### src/rtl/neuron_ring_sched.sv
// neuron_ring_sched
//   Time-multiplexes one neuron update datapath across N_NEURONS virtual
//   neurons wired in a unidirectional ring (neuron i is driven by i-1, and
//   neuron 0 by N-1). Each round issues every neuron once, in index order,
//   over a valid/ready request plus a single-cycle done strobe. The resulting
//   spikes are published together at the end of the round.
//
// Ports
//   clk, rst_n        clock, asynchronous active-low reset
//   ena               allows a new round to start from IDLE
//   cfg_we/addr/data  stimulus register write port, usable at any time
//   mon_sel/mon_state registered read of one neuron's membrane state
//   upd_valid/ready   request handshake towards the datapath
//   upd_state/current request payload, held stable while upd_valid is high
//   upd_done          single-cycle result strobe carrying the fields below
//   upd_state_nx      updated membrane state
//   upd_spike         spike flag
//   spike_vec         spikes from the last completed round
//   round_done        one-cycle pulse when spike_vec is refreshed
//   busy              high whenever a round is in progress
//   err               sticky datapath-timeout flag, cleared only by reset
module neuron_ring_sched #(
  parameter int             N_NEURONS = 4,
  parameter int             W         = 8,
  parameter logic [W-1:0]   W_SYN     = 8'd40,
  parameter int             TIMEOUT   = 64
) (
  input  logic                          clk,
  input  logic                          rst_n,
  input  logic                          ena,
  input  logic                          cfg_we,
  input  logic [$clog2(N_NEURONS)-1:0]  cfg_addr,
  input  logic [W-1:0]                  cfg_data,
  input  logic [$clog2(N_NEURONS)-1:0]  mon_sel,
  output logic                          upd_valid,
  input  logic                          upd_ready,
  output logic [W-1:0]                  upd_state,
  output logic [W-1:0]                  upd_current,
  input  logic                          upd_done,
  input  logic [W-1:0]                  upd_state_nx,
  input  logic                          upd_spike,
  output logic [N_NEURONS-1:0]          spike_vec,
  output logic [W-1:0]                  mon_state,
  output logic                          round_done,
  output logic                          busy,
  output logic                          err
);

  localparam int AW = $clog2(N_NEURONS);
  localparam int CW = $clog2(TIMEOUT + 1);

  typedef enum logic [2:0] {S_IDLE, S_ISSUE, S_WAIT, S_WB, S_END} fsm_t;

  fsm_t                 state;
  logic [AW-1:0]        idx;
  logic [CW-1:0]        wait_cnt;
  logic [W-1:0]         state_mem [N_NEURONS];
  logic [W-1:0]         stim_mem  [N_NEURONS];
  logic [N_NEURONS-1:0] spike_next;
  logic [W-1:0]         wb_state;
  logic                 wb_spike;

  // Payload for the neuron about to be issued: index 0 when leaving IDLE,
  // otherwise the successor of the neuron being written back. The request is
  // latched on entry to ISSUE, so it stays stable under backpressure and a
  // stimulus write landing on the handshake edge cannot alter it.
  logic [AW-1:0]        issue_idx;
  logic [AW-1:0]        up_idx;
  logic [W:0]           syn_sum;
  logic [W-1:0]         issue_current;

  // NOTE: every signal assigned in always_comb gets a value on every path,
  // otherwise synthesis infers a latch to hold the old value.
  always_comb begin
    issue_idx     = (state == S_IDLE) ? '0 : idx + 1'b1;
    up_idx        = issue_idx - 1'b1;  // wraps to N-1 for neuron 0
    syn_sum       = {1'b0, stim_mem[issue_idx]}
                  + {1'b0, (spike_vec[up_idx] ? W_SYN : {W{1'b0}})};
    issue_current = syn_sum[W] ? {W{1'b1}} : syn_sum[W-1:0];
  end

  // NOTE: sequential state uses non-blocking assignments only, so every
  // register samples pre-edge values regardless of statement order.
  always_ff @(posedge clk or negedge rst_n) begin
    if (!rst_n) begin
      state       <= S_IDLE;
      idx         <= '0;
      wait_cnt    <= '0;
      wb_state    <= '0;
      wb_spike    <= 1'b0;
      spike_next  <= '0;
      spike_vec   <= '0;
      upd_valid   <= 1'b0;
      upd_state   <= '0;
      upd_current <= '0;
      mon_state   <= '0;
      round_done  <= 1'b0;
      busy        <= 1'b0;
      err         <= 1'b0;
      // NOTE: these arrays are small flop banks, not RAM macros, and a known
      // post-reset neuron state is part of the block's behaviour, so they are
      // cleared here like any other register.
      for (int i = 0; i < N_NEURONS; i++) begin
        state_mem[i] <= '0;
        stim_mem[i]  <= '0;
      end
    end else begin
      round_done <= 1'b0;
      mon_state  <= state_mem[mon_sel];
      if (cfg_we) stim_mem[cfg_addr] <= cfg_data;

      case (state)
        S_IDLE: begin
          if (ena) begin
            idx         <= '0;
            upd_valid   <= 1'b1;
            upd_state   <= state_mem[issue_idx];
            upd_current <= issue_current;
            busy        <= 1'b1;
            state       <= S_ISSUE;
          end
        end

        S_ISSUE: begin
          if (upd_ready) begin
            upd_valid <= 1'b0;
            wait_cnt  <= '0;
            state     <= S_WAIT;
          end
        end

        // A done on the last permitted WAIT cycle takes priority over the
        // timeout. On timeout the neuron keeps its state and does not spike.
        S_WAIT: begin
          if (upd_done) begin
            wb_state <= upd_state_nx;
            wb_spike <= upd_spike;
            state    <= S_WB;
          end else if (wait_cnt == CW'(TIMEOUT - 1)) begin
            wb_state <= upd_state;
            wb_spike <= 1'b0;
            err      <= 1'b1;
            state    <= S_WB;
          end else begin
            wait_cnt <= wait_cnt + 1'b1;
          end
        end

        S_WB: begin
          state_mem[idx]  <= wb_state;
          spike_next[idx] <= wb_spike;
          if (idx == AW'(N_NEURONS - 1)) begin
            state <= S_END;
          end else begin
            idx         <= idx + 1'b1;
            upd_valid   <= 1'b1;
            upd_state   <= state_mem[issue_idx];
            upd_current <= issue_current;
            state       <= S_ISSUE;
          end
        end

        // Spikes become visible to the ring only here, so neurons within a
        // round never see each other's fresh results.
        S_END: begin
          spike_vec  <= spike_next;
          round_done <= 1'b1;
          busy       <= 1'b0;
          state      <= S_IDLE;
        end

        default: state <= S_IDLE;
      endcase
    end
  end

endmodule
### config.mk
export PLATFORM = sky130hd
export DESIGN_NAME = neuron_ring_sched
export DESIGN_NICKNAME = d
export VERILOG_FILES = /design/src/rtl/neuron_ring_sched.sv
export SDC_FILE = /design/constraint.sdc
export NUM_CORES = 1
export LEC_CHECK = 0
export ABC_AREA = 1
export CAP_MARGIN = 20
export CORE_MARGIN = 1
export CORE_UTILIZATION = 50
export DETAILED_ROUTE_END_ITERATION = 16
export PLACE_DENSITY = 0.78
export SYNTH_ARGS = -nofsm -noshare
export SYNTH_HDL_FRONTEND = slang
export SYNTH_SLANG_ARGS = --single-unit
### constraint.sdc
create_clock -name clk -period 4.2 [get_ports clk]
set_input_delay 0.42 -clock clk [delete_from_list [all_inputs] [get_ports clk]]
set_output_delay 0.42 -clock clk [all_outputs]
set_load 0.1 [all_outputs]
==> results of run 1 <==
-- timing repair --
action / CTS / global route
hold buffers: 1 / 0
gates resized for setup: 0 / 0
endpoints found under the hold margin: 55 / 0
-- stage by stage --
step / power [µW] / hold WS, ns
final: 5630 / 0.482
after global routing: 5970 / 0.497
after CTS: 5640 / 0.481
after detailed placement: 4200 / 0.465
after global placement: 4120 / 0.460
after floorplan: 3650 / 0.124
-- cell families (layout without fill, tap and decap cells) --
| logic type | Yosys count | in the layout | share of synthesized area |
|---|---|---|---|
| flops | 121 | 121 | 0.539 |
| fa+ha+maj | 8 | 8 | 0.0178 |
| xor+xnor | 4 | 4 | 0.00624 |
| mux | 1 | 1 | 0.00178 |
| compound gates | 180 | 180 | 0.168 |
| buf+inv | 84 | 153 | 0.0667 |
| simple gates | 261 | 261 | 0.200 |
-- sequential cells by signal (all words and copies together), names as in the netlist, 2 cells and up --
signal,cells
state_mem,32
upd_state,8
spike_next,4
stim_mem,32
mon_state,8
wait_cnt,7
spike_vec,4
state,3
wb_state,8
upd_current,8
idx,2
-- cell type report --
class                           instances  area [µm²]
Clock inverter                          9         123
Clock buffer                           23         447
Fill cell                             930        4070
Timing Repair Buffer                   62         611
Tap cell                              140         175
Multi-Input combinational cell        454        2210
Inverter                               59         226
Sequential cell                       121        3030
-- power by group --
group / total, µW / internal [µW] / switching, µW
sequential: 1730 / 1510 / 225
clock: 1410 / 914 / 498
combinational: 2490 / 687 / 1800
total: 5630 / 3110 / 2530
-- cells in the final DEF, fill, tap and decap left out, types with 2 or more instances in the layout --
master           instances
nand2_1                156
o21ai_0                138
dfrtp_1                121
nor2_1                  57
clkdlybuf4s50_1         57
inv_1                   56
nand3_1                 27
o22ai_1                 20
clkbuf_16               16
a21oi_1                 10
ha_1                     8
nand2_2                  5
o21ai_1                  5
clkinv_2                 5
clkbuf_1                 5
xor2_1                   4
buf_4                    4
nand2_4                  3
or2_2                    3
nand3_2                  3
bufinv_16                3
nor2_4                   2
inv_4                    2
a22oi_1                  2
nor3_4                   2
o211ai_1                 2
clkbuf_8                 2
-- metal layers --
metal,global-route usage,part of all wire,routed length [µm],up-vias
met5,0,0,0,-
met3,0.0621,0.070,926,25
met2,0.388,0.47,6200,203
met4,0.101,0.020,265,0
met1,0.337,0.44,5800,2304
li1,-,-,-,2280
-- final timing paths --
| check | end | cells past startpoint | slack [ns] |
|---|---|---|---|
| worst max-delay path | upd_current[2] | 13 | 1.45 |
| worst min-delay path | err | 1 | 0.48 |
| worst max register to register | upd_current[2] | 13 | 1.45 |
| worst min register to register | err | 1 | 0.48 |
| max in group asynchronous | upd_valid | 3 | 2.81 |
| min in group asynchronous | state_mem[22] | 2 | 0.51 |
==> flow_summary.yaml, run 1 <==
global_routing:
  antenna_found_initial: 0
  grt_max_degree: 58
  grt_pass1_vias: 4670
  grt-ovfl-total: 0
  grt_pass1_wl_mm: 22.5
  grt.total_usage: 0.250
routing:
  drc: 0
  ant_nets: 0
  avgRoutedWirePerCell_um: 15.2
  vias_per_cell: 5.54
  dr_total_vias: 4812
  drt_wl_total_mm: 13.2
  detail_route.iter0.violations: 403
  dr.pass1.iters: 5
cts:
  numCtsBuffers: 17
  cts_setup_buffers: 0
  clock_path_buffers: 2
  cts_tree: "yes"
  cts_max_level: 4
  clk_latency_ns: 0.52
  root_buffer: "clkbuf_8"
  clkTransAtPathRegs_ns: 0.06
  clock_sinks: 121
placement:
  postPlaceCellArea_um2: 6240
  dp_cells: 835
  numPortBuffers: 58
  dp_hpwl_mm: 9.20
  place_ws_ns: 1.50
  gp_congestion: 0.904
critical_path:
  path_cells: "nor2_4, nand2_4, nand2_4, inv_1, o21ai_0, o22ai_1, ha_1, nand2_1, inv_1, nand3_2, nand2_1, nand3_2, a21oi_1"
  worstPathMaxFanout: 40
  crit_buf_inv: 2
  critPathKind: "reg -> reg"
  start_kind: "flop"
  endpoint_kind: "flop"
  rr_startpoint: "state[2]"
  cp.arrival_ns: 3.19
  crit_family: "simple AND/OR/NAND/NOR gates"
  slowest_delay_ns: 0.48
  crit_required_ns: 4.64
  crit_start: "state[2]"
  worst_path_max_delay_cell: "dfrtp_1"
synth:
  syn_nets: 694
  yosysSeqAreaShare: 0.539
  synth_top_cells_by_count: "nand2_1 (156), o21ai_0 (138), dfrtp_1 (121), nor2_1 (57), inv_1 (56)"
  ys_top_cells_by_area: "dfrtp_1 (54%), o21ai_0 (12%), nand2_1 (10%)"
  yosysUniqueCellTypes: 33
  yosysMostFrequentCell: "nand2_1"
  syn_area_um2: 5610
  synth_edf_count: 0
  async_flop_share: 1.00
  synth_area_leader_cell: "dfrtp_1"
  synth_top_area_frac: 0.539
  yosysWarnings: 0
  synth_top_flop_cell: "dfrtp_1"
  ys_ff_latch: 121
  synth_area_per_cell_um2: 8.52
  syn-instance-count: 659
pwr:
  power_density_nw_per_um2: 826
  peakVddDrop_uv: 461
  leakagePower_uw: 0.00318
layout:
  finalInstanceArea_um2: 6820
  diodes: 0
  fin_util: 0.626
  layout-drive-gt1-share: 0.0728
  nets: 750
  area_delta_synth_final_pct: 21.5
  fin_cells: 868
sta:
  fin_ws_ns: 1.45
  final_hold_viol_count: 0
  rsz0062_at_grt: "false"
  setup_tns_ns: 0
  setup_violations: 0
  clock_skew_ns: 0.00783
  max_freq_mhz: 364
  maxSlewViolCount: 0
  fin_crit_sh: 0.654
  relSlewSlack: 0.331
  period_needed_ns: 2.75
  worst_pin_slew_ns: 1.00
floorplan:
  die_h_um: 108
  start_util: 0.516
  io_pins: 59
  rows: 38
  die_area_um2: 11700
  fp.dieW_um: 108
  core_area_um2: 10900
outcome:
  status: "complete, no violations"
worst_hold_path:
  min-delay-start: "err"
  hold_class: "reg -> reg"
run:
  max_cap_violations: 0
Power figures use the tool's default switching activity.
==> inputs of run 2 (changes only) <==
==> constraint.sdc (replaced) <==
create_clock -name clk -period 2.8 [get_ports clk]
set_input_delay 0.28 -clock clk [delete_from_list [all_inputs] [get_ports clk]]
set_output_delay 0.28 -clock clk [all_outputs]
set_load 0.1 [all_outputs]
==> flow_summary.yaml, run 2 (same netlist as run 1, synthesis figures left out) <==
outcome:
  status: "complete, no violations"
global_routing:
  grt_pass1_vias: 4790
  grt-ovfl-total: 0
  grt_max_degree: 58
  grt_pass1_wl_mm: 22.9
  grt.total_usage: 0.259
  antenna_found_initial: 0
sta:
  period_needed_ns: 2.58
  clock_skew_ns: 0.00674
  setup_tns_ns: 0
  relSlewSlack: 0.486
  fin_ws_ns: 0.224
  fin_crit_sh: 0.920
  rsz0062_at_grt: "false"
  maxSlewViolCount: 0
  final_hold_viol_count: 0
  max_freq_mhz: 388
  setup_violations: 0
  worst_pin_slew_ns: 0.764
pwr:
  leakagePower_uw: 0.00328
  power_density_nw_per_um2: 1270
  peakVddDrop_uv: 1140
cts:
  root_buffer: "clkbuf_8"
  clk_latency_ns: 0.53
  cts_max_level: 4
  cts_tree: "yes"
  clock_sinks: 121
  clock_path_buffers: 2
  clkTransAtPathRegs_ns: 0.06
  numCtsBuffers: 17
routing:
  drt_wl_total_mm: 13.6
  dr.pass1.iters: 5
  drc: 0
  ant_nets: 0
  routed.top_layer: "met4"
  wl_met1_mm: 5.84
  met2RoutedLength_mm: 6.60
  vias_per_cell: 5.50
  wl_met3_um: 911
  dr_total_vias: 4795
  detail_route.iter0.violations: 304
  avgRoutedWirePerCell_um: 15.6
floorplan:
  rows: 38
  die_h_um: 108
  io_pins: 59
  start_util: 0.516
  die_area_um2: 11700
  fp.dieW_um: 108
  core_area_um2: 10900
layout:
  nets: 755
  layout_commonest_cell: "nand2_1"
  layout-drive-gt1-share: 0.127
  reg_top3: "state_mem x32, stim_mem x32"
  diodes: 0
  n_fill_cell: 866
  area_delta_synth_final_pct: 22.4
  final_cell_mix: "nand2_1 (156), o21ai_0 (138), dfrtp_1 (121)"
critical_path:
  critPathKind: "reg -> reg"
  start_kind: "flop"
  cp.arrival_ns: 2.99
  rr_endpoint: "upd_current[5]"
  cp.depth: 13
  r2r_slack_ns: 0.22
  worstPathMaxFanout: 19
  rr_startpoint: "idx[0]"
  path_cells: "inv_2, ha_4, nand2_4, clkinv_4, nand2_1, nand2_1, a21oi_1, a21oi_1, ha_1, ha_1, or2_2, a21oi_1, a21oi_1"
  crit_required_ns: 3.21
  crit_start: "idx[0]"
  endpoint_kind: "flop"
  crit_family: "adder cells"
  crit_top_cell: "a21oi_1"
  worst_path_max_delay_cell: "dfrtp_1"
  cp-endpoint: "upd_current[5]"
  reg2reg_depth: 13
  crit_buf_inv: 2
  slowest_delay_ns: 0.43
placement:
  numPortBuffers: 58
  place_ws_ns: 0.146
  gp_congestion: 0.865
  dp_hpwl_mm: 9.06
worst_hold_path:
  hold_class: "in -> async"
run:
  max_cap_violations: 0
-- run 2: per-stage QoR --
step	total power, µW	cells	hold slack, ns	util	cell area [µm²]
5_1_grt	9260	872	0.287	0.631	6870
6_report	8720	872	0.247	0.631	6870
4_1_cts	8690	872	0.255	0.629	6840
3_5_place_dp	6300	840	0.272	0.570	6210
3_3_place_gp	6170	840	0.270	0.570	6210
2_1_floorplan	5470	659	-0.0156	-	5610
-- run 2: cell type report --
| cell class | count | area [µm²] | share of cell area |
|---|---|---|---|
| Tap cell | 140 | 175 | 0.0255 |
| Clock buffer | 22 | 453 | 0.0659 |
| Timing Repair Buffer | 67 | 581 | 0.0845 |
| Clock inverter | 9 | 170 | 0.0248 |
| Sequential cell | 121 | 3030 | 0.441 |
| Multi-Input combinational cell | 454 | 2240 | 0.326 |
| Inverter | 59 | 229 | 0.0333 |
-- run 2: repair_timing --
action,in CTS,in global routing
hold buffers,1,0
endpoints found under the setup margin,0,7
hold endpoints to repair,34,0
gates resized for setup,0,6
buffers inserted,0,0
-- run 2: report_power, final --
part	internal [µW]	switching (µW)
logic	1040	2770
clock network	1570	743
registers	2260	333
total	4870	3840
-- run 2: worst min path at each step --
| stage | slack (ns) | startpoint | depth (start not counted) | end |
|---|---|---|---|---|
| finish | 0.25 | rst_n | 2 | upd_state[6] |
| global route | 0.29 | rst_n | 2 | upd_state[3] |
| CTS | 0.25 | rst_n | 2 | upd_state[6] |
| detailed placement | 0.27 | rst_n | 1 | upd_state[6] |
| global placement | 0.27 | rst_n | 1 | upd_state[6] |
| floorplan | -0.02 | rst_n | 0 | busy |
-- run 2: per-layer routing --
layer | vias up | global-route usage
met5 | - | 0
met4 | 0 | 0.123
met3 | 28 | 0.0681
met2 | 181 | 0.422
met1 | 2288 | 0.323
li1 | 2298 | -
-- run 2: worst reg2reg max path: stages, from the launching register on --
cell	delay (ns)
dfrtp_1	0.43
inv_2	0.17
ha_4	0.24
nand2_4	0.14
clkinv_4	0.17
nand2_1	0.10
nand2_1	0.05
a21oi_1	0.12
a21oi_1	0.08
ha_1	0.22
ha_1	0.21
or2_2	0.27
a21oi_1	0.18
a21oi_1	0.09
==> inputs of run 3 (changes only) <==
--- a/config.mk
+++ b/config.mk
@@ -11,6 +11,7 @@
 export CORE_UTILIZATION = 50
 export DETAILED_ROUTE_END_ITERATION = 16
 export PLACE_DENSITY = 0.78
+export SETUP_SLACK_MARGIN = 0.2
 export SYNTH_ARGS = -nofsm -noshare
 export SYNTH_HDL_FRONTEND = slang
 export SYNTH_SLANG_ARGS = --single-unit
==> flow_summary.yaml, run 3 (same netlist as run 1, synthesis figures left out) <==
placement:
  place_ws_ns: 0.316
  dp_hpwl_mm: 8.74
  numPortBuffers: 58
  gp_congestion: 0.933
layout:
  multi_input_area_um2: 2260
  area_delta_synth_final_pct: 22.2
  n_fill_cell: 880
  seq_area_um2: 3030
  final_cell_mix: "nand2_1 (155), o21ai_0 (138), dfrtp_1 (121)"
  layout_commonest_cell: "nand2_1"
  diodes: 0
  nets: 755
  reg_top3: "state_mem x32, stim_mem x32"
  layout-drive-gt1-share: 0.138
worst_hold_path:
  hold_end: "wb_spike"
  holdPathStages: 3
  min-delay-start: "upd_spike"
  hold_class: "in -> reg"
sta:
  maxSlewViolCount: 0
  final_hold_viol_count: 0
  period_needed_ns: 2.48
  fin_ws_ns: 0.317
  rsz0062_at_grt: "false"
  fin_crit_sh: 0.887
  relSlewSlack: 0.560
  worst_pin_slew_ns: 0.655
  setup_tns_ns: 0
  max_freq_mhz: 403
  clock_skew_ns: 0.00873
  setup_violations: 0
global_routing:
  grt_pass1_wl_mm: 22.2
  antenna_found_initial: 0
  grt_max_degree: 122
  grt-ovfl-total: 0
  grt.total_usage: 0.252
  grt_pass1_vias: 4605
floorplan:
  rows: 38
  fp.dieW_um: 108
  start_util: 0.516
  die_area_um2: 11700
  io_pins: 59
  core_area_um2: 10900
  die_h_um: 108
run:
  max_cap_violations: 0
critical_path:
  endpoint_kind: "flop"
  worst_path_max_delay_cell: "dfrtp_1"
  cp.arrival_ns: 2.89
  reg2reg_depth: 11
  worstPathMaxFanout: 19
  slowest_delay_ns: 0.41
  rr_endpoint: "upd_current[5]"
  path_cells: "inv_2, ha_4, nand2_8, or2_2, o21ai_0, a21oi_2, ha_1, ha_1, or2_2, a21oi_2, a21oi_1"
  rr_startpoint: "idx[0]"
  critPathKind: "reg -> reg"
  start_kind: "flop"
  r2r_slack_ns: 0.32
  crit_required_ns: 3.21
routing:
  drt_wl_total_mm: 13.5
  vias_per_cell: 5.58
  avgRoutedWirePerCell_um: 15.5
  dr_total_vias: 4864
  detail_route.iter0.violations: 339
  ant_nets: 0
  drc: 0
  dr.pass1.iters: 7
cts:
  numCtsBuffers: 17
  clkTransAtPathRegs_ns: 0.06
  cts_max_level: 4
  cts_tree: "yes"
  clock_path_buffers: 2
  root_buffer: "clkbuf_8"
  clock_sinks: 121
  clk_latency_ns: 0.53
pwr:
  peakVddDrop_uv: 885
  leakagePower_uw: 0.00326
  power_density_nw_per_um2: 1250
outcome:
  status: "complete, no violations"
## run 3: worst max-delay path: cells and delay by family (launching register included)
family	cells	cell delay, ns
adders and majority gates	3	0.75
and+or+nand+nor	3	0.69
buffers and inverters	1	0.08
DFF	1	0.41
AOI/OAI and AO/OA	4	0.43
## run 3: stage by stage
stage / total power [µW] / std cells / hold WS, ns / utilization / instance area, µm²
2_1_floorplan: 5500 / 659 / -0.0156 / - / 5640
3_3_place_gp: 6180 / 838 / 0.422 / 0.571 / 6210
3_5_place_dp: 6290 / 838 / 0.428 / 0.571 / 6210
4_1_cts: 8480 / 870 / 0.357 / 0.625 / 6800
5_1_grt: 9120 / 872 / 0.396 / 0.630 / 6860
6_report: 8610 / 872 / 0.372 / 0.630 / 6860
## run 3: metal layers
metal  GRT usage  up-vias  wire length, µm
met5           0        -                0
met4       0.113        0              230
met3      0.0561       27             1050
met2       0.396      213             6370
met1       0.334     2331             5830
li1            -     2293                -
## run 3: final cells by class
| cell class | instances | area share |
|---|---|---|
| Sequential cell | 121 | 0.441 |
| Multi-Input combinational cell | 454 | 0.329 |
| Timing Repair Buffer | 67 | 0.0857 |
| Clock buffer | 23 | 0.0710 |
| Inverter | 59 | 0.0336 |
| Tap cell | 140 | 0.0255 |
| Clock inverter | 8 | 0.0135 |
## run 3: power breakdown
| group | internal [µW] | switching, µW | total [µW] |
|---|---|---|---|
| Clock | 1370 | 754 | 2120 |
| Sequential | 2260 | 345 | 2600 |
| Combinational | 1080 | 2800 | 3880 |
| Total | 4710 | 3890 | 8610 |
## run 3: repair_timing
item,in CTS,in global routing
buffers inserted,0,2
hold buffers,1,0
hold endpoints to repair,121,0
gates resized for setup,0,10
setup endpoints to repair,0,7
## run 3: how the worst max path moves through the flow
stage               startpoint  slack [ns]              to
floorplan               idx[0]        0.20  upd_current[5]
detailed placement      idx[0]        0.32  upd_current[7]
finish                  idx[0]        0.32  upd_current[5]
CTS                     idx[1]        0.25  upd_current[5]
global placement        idx[0]        0.43  upd_current[5]
global route            idx[0]        0.20  upd_current[5]
